--- src/rtl/judge_pkg.sv ---
// Shared definitions for the prompt judge.
//   NUM_COLS   : number of prompt columns.
//   SCORE_W    : default width of the score and combo counters.
//   col_vec_t  : one bit per column.
//   popcount4  : number of set bits in a column vector.
//   sat_add    : SCORE_W-bit add that sticks at all-ones instead of wrapping.
package judge_pkg;

  localparam int NUM_COLS = 4;
  localparam int SCORE_W  = 10;

  typedef logic [NUM_COLS-1:0] col_vec_t;

  function automatic logic [2:0] popcount4(input col_vec_t v);
    return 3'(v[0]) + 3'(v[1]) + 3'(v[2]) + 3'(v[3]);
  endfunction

  function automatic logic [SCORE_W-1:0] sat_add(input logic [SCORE_W-1:0] a,
                                                 input logic [SCORE_W-1:0] b);
    logic [SCORE_W:0] sum;
    sum = {1'b0, a} + {1'b0, b};
    return sum[SCORE_W] ? '1 : sum[SCORE_W-1:0];
  endfunction

endpackage

--- src/rtl/judge_lane.sv ---
// One column of the prompt judge: pending flag, scrolling light column,
// key edge detector and the hit/miss decision for the judge row.
// Ports:
//   clk, reset : clock, synchronous active-high reset
//   tick       : scroll strobe from the shared divider
//   start      : prompt-start pulse for this column
//   key        : player button for this column (synchronised, level)
//   col        : light column, bit 0 = entry row, bit ROWS-1 = judge row
//   hit_ev     : combinational hit decision for this cycle
//   miss_ev    : combinational miss decision for this cycle
module judge_lane #(
  parameter int ROWS = 8
) (
  input  logic            clk,
  input  logic            reset,
  input  logic            tick,
  input  logic            start,
  input  logic            key,
  output logic [ROWS-1:0] col,
  output logic            hit_ev,
  output logic            miss_ev
);

  logic            pending_reg, pending_next;
  logic [ROWS-1:0] col_reg, col_next;
  logic            key_q_reg;

  logic            press;
  logic            bottom;
  logic            entry;
  logic [ROWS-1:0] col_kept;

  assign press  = key & ~key_q_reg;
  assign bottom = col_reg[ROWS-1];
  // A start in the tick cycle still rides in on that tick.
  assign entry  = pending_reg | start;

  always_comb begin
    hit_ev  = press & bottom;
    // A press that lands on the expiring tick is a hit, never a miss.
    miss_ev = (press & ~bottom) | (tick & ~press & bottom);

    col_kept = col_reg;
    if (hit_ev) begin
      col_kept[ROWS-1] = 1'b0;
    end

    col_next     = col_kept;
    pending_next = entry;
    if (tick) begin
      col_next     = {col_kept[ROWS-2:0], entry};
      pending_next = 1'b0;
    end
  end

  always_ff @(posedge clk) begin
    if (reset) begin
      pending_reg <= 1'b0;
      col_reg     <= '0;
      key_q_reg   <= 1'b0;
    end else begin
      pending_reg <= pending_next;
      col_reg     <= col_next;
      key_q_reg   <= key;
    end
  end

  assign col = col_reg;

endmodule

--- src/rtl/prompt_judge.sv ---
// Prompt judge: scrolls per-column prompts down a column of lights and
// judges the player's presses at the bottom row.
// Ports:
//   clk, reset : clock, synchronous active-high reset
//   start[4]   : one-cycle prompt-start pulses, bit i = column i
//   key[4]     : player buttons, synchronised, active-high level
//   lights     : column i at bits [i*ROWS +: ROWS], bit 0 of a column is the top row
//   hit[4]     : registered one-cycle pulse per correct press
//   miss[4]    : registered one-cycle pulse per wrong press or expired prompt
//   score      : saturating hit total
//   combo      : saturating hits since the last miss
// Build option MISS_PENALTY_EN: when defined, each miss subtracts one from
// score (floored at 0); otherwise misses leave score untouched.
module prompt_judge #(
  parameter int ROWS      = 8,
  parameter int SHIFT_DIV = 16,
  parameter int SCORE_W   = 10
) (
  input  logic                 clk,
  input  logic                 reset,
  input  logic [3:0]           start,
  input  logic [3:0]           key,
  output logic [4*ROWS-1:0]    lights,
  output logic [3:0]           hit,
  output logic [3:0]           miss,
  output logic [SCORE_W-1:0]   score,
  output logic [SCORE_W-1:0]   combo
);

  import judge_pkg::*;

  localparam int DIV_W = (SHIFT_DIV > 1) ? $clog2(SHIFT_DIV) : 1;

  logic [DIV_W-1:0]   div_reg, div_next;
  logic               tick;

  col_vec_t           hit_ev, miss_ev;
  col_vec_t           hit_reg, miss_reg;
  logic [2:0]         hit_cnt;

  logic [SCORE_W-1:0] score_reg, score_next;
  logic [SCORE_W-1:0] combo_reg, combo_next;

  // Scroll divider: tick is high for the whole last cycle of each period.
  assign tick = (div_reg == DIV_W'(SHIFT_DIV - 1));

  always_comb begin
    div_next = div_reg + 1'b1;
    if (tick) begin
      div_next = '0;
    end
  end

  for (genvar gi = 0; gi < NUM_COLS; gi++) begin : g_lane
    judge_lane #(
      .ROWS (ROWS)
    ) u_lane (
      .clk     (clk),
      .reset   (reset),
      .tick    (tick),
      .start   (start[gi]),
      .key     (key[gi]),
      .col     (lights[gi*ROWS +: ROWS]),
      .hit_ev  (hit_ev[gi]),
      .miss_ev (miss_ev[gi])
    );
  end

  assign hit_cnt = popcount4(hit_ev);

`ifdef MISS_PENALTY_EN
  localparam int SCORE_MAX = (1 << SCORE_W) - 1;

  logic [2:0] miss_cnt;
  int         penalty_sum;

  assign miss_cnt = popcount4(miss_ev);

  always_comb begin
    penalty_sum = int'(score_reg) + int'(hit_cnt) - int'(miss_cnt);
    if (penalty_sum < 0) begin
      score_next = '0;
    end else if (penalty_sum > SCORE_MAX) begin
      score_next = '1;
    end else begin
      score_next = penalty_sum[SCORE_W-1:0];
    end
  end
`else
  always_comb begin
    score_next = sat_add(score_reg, SCORE_W'(hit_cnt));
  end
`endif

  // Any miss in the cycle breaks the combo, even alongside hits.
  always_comb begin
    combo_next = sat_add(combo_reg, SCORE_W'(hit_cnt));
    if (|miss_ev) begin
      combo_next = '0;
    end
  end

  always_ff @(posedge clk) begin
    if (reset) begin
      div_reg   <= '0;
      hit_reg   <= '0;
      miss_reg  <= '0;
      score_reg <= '0;
      combo_reg <= '0;
    end else begin
      div_reg   <= div_next;
      hit_reg   <= hit_ev;
      miss_reg  <= miss_ev;
      score_reg <= score_next;
      combo_reg <= combo_next;
    end
  end

  assign hit   = hit_reg;
  assign miss  = miss_reg;
  assign score = score_reg;
  assign combo = combo_reg;

endmodule

--- config.mk ---
export PLATFORM = sky130hd
export DESIGN_NAME = prompt_judge
export DESIGN_NICKNAME = d
export VERILOG_FILES = /design/src/rtl/judge_pkg.sv /design/src/rtl/judge_lane.sv /design/src/rtl/prompt_judge.sv
export SDC_FILE = /design/constraint.sdc
export NUM_CORES = 1
export LEC_CHECK = 0
export CORE_AREA = 2 2 88 90
export DETAILED_ROUTE_END_ITERATION = 8
export DIE_AREA = 0 0 90 92
export PLACE_DENSITY_LB_ADDON = 0.2
export SYNTH_ARGS = -nofsm -noshare
export SYNTH_HDL_FRONTEND = slang
export SYNTH_SLANG_ARGS = --single-unit
--- constraint.sdc ---
create_clock -name clk -period 4.2 [get_ports clk]
set_clock_uncertainty 0.2 [all_clocks]
set_input_delay 0.84 -clock clk [delete_from_list [all_inputs] [get_ports clk]]
set_output_delay 0.84 -clock clk [all_outputs]
set_load 0.02 [all_outputs]
==> impl_summary.log <==
INFO  metric status = finished, final reports clean
INFO  metric timing.rr.start = g_lane[1].u_lane.col[7]$_SDFFE_PP0P_
INFO  metric netlist_instances = 319
INFO  metric vdd.ir_drop.worst = 0.192 mV
INFO  metric fin_cells = 502
INFO  metric start_kind = input port
INFO  metric latest_clock_arrival_within_the_worst_skew_pair = 0.35 ns
INFO  metric clock_net_sink_count = 72
INFO  metric routed_wl = 6.16 mm
INFO  metric crit_path_end_kind = register
INFO  metric tightest_pin_transition = 1.07 ns
INFO  metric crit_path_max_incr_delay = 0.58 ns
INFO  metric ys.warnings.count = 0
INFO  metric drive_above_1_share = 9.27%
INFO  metric synth_seq_cells = 72
INFO  metric synth.area.top_cells = sky130_fd_sc_hd__dfxtp_1, sky130_fd_sc_hd__a21oi_1, sky130_fd_sc_hd__nand2_1
INFO  metric final_worst_path_period_share = 92.3%
INFO  metric first_pass_grt_wire_length = 10.2 mm
INFO  metric worstHoldPathType = register to register
INFO  metric tritoncts = done
INFO  metric num_rows = 32
INFO  metric chipWidth = 90 um
INFO  metric seq_area_frac_synth = 50.2%
INFO  metric clk_pin_slew_worst_paths = 0.08 ns
INFO  metric antenna_violations_before_repair = 0
INFO  metric min_to = g_lane[0].u_lane.col[4]$_SDFFE_PP0P_
INFO  metric finalSetupViolCount = 0
INFO  metric finalNetCount = 415
INFO  metric first_global_vias = 2236
INFO  metric largest_reg_flops = 32
INFO  metric grt_overflow = 0
INFO  metric cts.hold.buffers_added = 0
INFO  metric root_buffer = sky130_fd_sc_hd__clkbuf_8
INFO  metric report.final.hold_viol_count = 0
INFO  metric detail_route.iter0.violations = 70
INFO  metric startpoint = key[1]
INFO  metric met3WireLength = 351 um
INFO  metric area_of_the_core = 0.00745 mm^2
INFO  metric design.portCount = 70
INFO  metric maximum_number_of_pins_on_one_net_before_global_route_repair = 63
INFO  metric finalMaxSlewViolations = 0
INFO  metric overall_global_routing_usage = 15.5%
INFO  metric static_leakage = 1.38 nW
INFO  metric placed_cells = 485
INFO  metric rsz0062_at_grt = no
INFO  metric post_cts_resize_count = 0
INFO  metric r2r_cells = 12
INFO  metric synth_fp_nets = 340
INFO  metric max_cap_violations = 0
INFO  metric clockBufferDepth = 2
INFO  metric worstPathArrival = 3.94 ns
INFO  metric route.layer.met1.wl = 2.75 mm
INFO  metric fraction_of_post_synthesis_cell_area_in_the_top_cell_type_by_area = 50.2%
INFO  metric detailroute.wirelength.met2 = 2.91 mm
INFO  metric ant_nets = 0
INFO  metric die_area = 0.00828 mm^2
INFO  metric r2r_setup_slack = 0.90 ns
INFO  metric final_period_demand_of_the_worst_path = 3.88 ns
INFO  metric power = 1.36 mW
INFO  metric crit_slowest_cell = sky130_fd_sc_hd__fa_1
INFO  metric detailroute.via_count = 2357
INFO  metric finalCoreUtilization = 52.6%
INFO  metric sequence_of_cells_on_the_critical_path = clkdlybuf4s50_1 -> nand3b_1 -> fa_1 -> inv_1 -> ha_1 -> ha_1 -> inv_1 -> fa_1 -> nor3b_1 -> a21o_2 -> nand3_2 -> and2_1 -> a311oi_1
INFO  metric via_per_inst = 4.70
INFO  metric max_slew_margin = 28.2%
INFO  metric post_synth_instance_area = 0.00287 mm^2
INFO  metric setup.worst_path.class = input port to register
INFO  metric drc = 0
INFO  metric drt_pass1_iterations = 4
INFO  metric place_hpwl = 4.23 mm
INFO  metric critical_path.reg2reg.endpoint = combo[7]$_SDFF_PP0_
INFO  metric hold-path-cell-count = 2
INFO  metric ctsHtreeMaxLevel = 3
INFO  metric syn_avg_cell_area = 8.99 um^2
INFO  metric cts_buffers = 9
INFO  metric hp-start = g_lane[0].u_lane.col[3]$_SDFFE_PP0P_
INFO  metric post_drt_wl_per_cell = 12.3 um
INFO  metric port_buffers = 69
INFO  metric synth_top_area_cell = sky130_fd_sc_hd__dfxtp_1
INFO  metric floorplan.initialDensity = 38.5%
INFO  metric powerDensity = 347 mW/mm^2
INFO  metric synthDistinctLibCells = 42
INFO  metric critPathRequiredTime = 4.26 ns
INFO  metric worst-path-max-fanout = 3
INFO  metric dr.max_layer_used = met4
INFO  metric cts_post_setup_buffers_inserted = 0
INFO  metric die-height = 92 um
INFO  metric syn2layout_area_growth = 36.6%
INFO  metric place_congestion = 0.790
INFO  metric max_freq = 258 MHz
## cells in the mapped netlist
| cell | number |
|---|---|
| sky130_fd_sc_hd__dfxtp_1 | 72 |
| sky130_fd_sc_hd__nand2_1 | 58 |
| sky130_fd_sc_hd__a21oi_1 | 48 |
| sky130_fd_sc_hd__nor2_1 | 21 |
| sky130_fd_sc_hd__inv_1 | 12 |
| sky130_fd_sc_hd__nand3_1 | 12 |
| sky130_fd_sc_hd__clkbuf_1 | 11 |
| sky130_fd_sc_hd__ha_1 | 8 |
| sky130_fd_sc_hd__nor3_1 | 7 |
| sky130_fd_sc_hd__xnor2_1 | 6 |
| sky130_fd_sc_hd__xor2_1 | 6 |
| sky130_fd_sc_hd__a211oi_1 | 5 |
| sky130_fd_sc_hd__and3_1 | 4 |
| sky130_fd_sc_hd__nand2b_1 | 4 |
| sky130_fd_sc_hd__nor2b_1 | 4 |
| sky130_fd_sc_hd__fa_1 | 3 |
| sky130_fd_sc_hd__nand3b_1 | 3 |
| sky130_fd_sc_hd__nor3b_1 | 3 |
| sky130_fd_sc_hd__o21a_1 | 3 |
| sky130_fd_sc_hd__a311oi_1 | 2 |
| sky130_fd_sc_hd__and2_1 | 2 |
| sky130_fd_sc_hd__buf_1 | 2 |
| sky130_fd_sc_hd__mux2i_1 | 2 |
| sky130_fd_sc_hd__nand3_2 | 2 |
| sky130_fd_sc_hd__o21bai_1 | 2 |
| sky130_fd_sc_hd__a21o_1 | 1 |
| sky130_fd_sc_hd__a21o_2 | 1 |
| sky130_fd_sc_hd__a31oi_1 | 1 |
| sky130_fd_sc_hd__and3_2 | 1 |
| sky130_fd_sc_hd__and3_4 | 1 |
| sky130_fd_sc_hd__and3b_1 | 1 |
| sky130_fd_sc_hd__and4_4 | 1 |
| sky130_fd_sc_hd__buf_6 | 1 |
| sky130_fd_sc_hd__nand4_4 | 1 |
| sky130_fd_sc_hd__nand4b_1 | 1 |
| sky130_fd_sc_hd__nor3_4 | 1 |
| sky130_fd_sc_hd__o211ai_1 | 1 |
| sky130_fd_sc_hd__o21ai_0 | 1 |
| sky130_fd_sc_hd__o21ai_1 | 1 |
| sky130_fd_sc_hd__o21ai_2 | 1 |
| sky130_fd_sc_hd__o21ba_2 | 1 |
| sky130_fd_sc_hd__xnor2_2 | 1 |
## area by class of cell
cell class | instances | area, um^2
Antenna cell | 1 | 2.50
Clock buffer | 9 | 124
Fill cell | 711 | 3530
Sequential cell | 72 | 1440
Tap cell | 102 | 128
Multi-Input combinational cell | 221 | 1320
Timing Repair Buffer | 78 | 753
Inverter | 12 | 45.0
Clock inverter | 7 | 104
## placed cells by master, fill, tap and decap left out, drive strengths merged, types with 4 or more instances in the layout
| master | Yosys | routed |
|---|---|---|
| xor2 | 6 | 6 |
| inv | 12 | 13 |
| a211oi | 5 | 5 |
| nand2b | 4 | 4 |
| nor3 | 8 | 8 |
| nand3 | 14 | 14 |
| and3 | 6 | 6 |
| ha | 8 | 8 |
| clkbuf | 11 | 9 |
| nor2b | 4 | 4 |
| nand2 | 58 | 58 |
| dfxtp | 72 | 72 |
| a21oi | 48 | 48 |
| nor2 | 21 | 21 |
| clkdlybuf4s50 | 0 | 68 |
| clkinv | 0 | 4 |
| buf | 3 | 10 |
| xnor2 | 7 | 7 |
## power by group
| part | internal, mW | total (mW) | switching [mW] | leakage, nW |
|---|---|---|---|---|
| registers | 0.691 | 0.695 | 0.00408 | 0.584 |
| logic | 0.0210 | 0.0461 | 0.0251 | 0.685 |
| clock network | 0.340 | 0.619 | 0.279 | 0.114 |
## layer usage
| layer | up-vias | track usage [%] |
|---|---|---|
| li1 | 1230 | - |
| met1 | 1064 | 18.0 |
| met2 | 53 | 25.5 |
| met3 | 10 | 4.19 |
| met4 | 0 | 9.23 |
| met5 | - | 0 |
## through the flow
stage / setup WS [ns] / setup TNS, ns / cell area [um^2] / hold WS [ns]
after floorplan: 0.497 / 0 / 2870 / 0.257
after global placement: -0.00696 / -0.00696 / 3690 / 0.253
after detailed placement: -0.0555 / -0.181 / 3690 / 0.259
after CTS: 0.301 / 0 / 3920 / 0.272
after global routing: 0.163 / 0 / 3920 / 0.284
final: 0.325 / 0 / 3920 / 0.268
## worst max path at each step
stage                                      to  slack [ns]  cells after the start
after detailed placement  combo[7]$_SDFF_PP0_       -0.06                     13
after global routing      score[2]$_SDFF_PP0_        0.16                     13
after global placement    combo[7]$_SDFF_PP0_      -0.007                     13
final                     combo[7]$_SDFF_PP0_        0.32                     13
after floorplan           combo[7]$_SDFF_PP0_        0.50                     12
after CTS                 combo[7]$_SDFF_PP0_        0.30                     13
## worst max-delay path, delay by kind of cell
family                     cells  cell delay [ns]
and+or+nand+nor                4             0.58
adders and majority gates      4             1.51
buffers and inverters          3             0.63
AOI/OAI and AO/OA              2             0.37
## kinds of logic after synthesis
family	synth area share, %
and+or+nand+nor	21.9
DFF	50.2
AOI/OAI and AO/OA	13.7
buffers and inverters	3.66
xor gates and xnor gates	4.23
adders and majority gates	5.58
muxes	0.698
(Power assumes the default switching activity.)
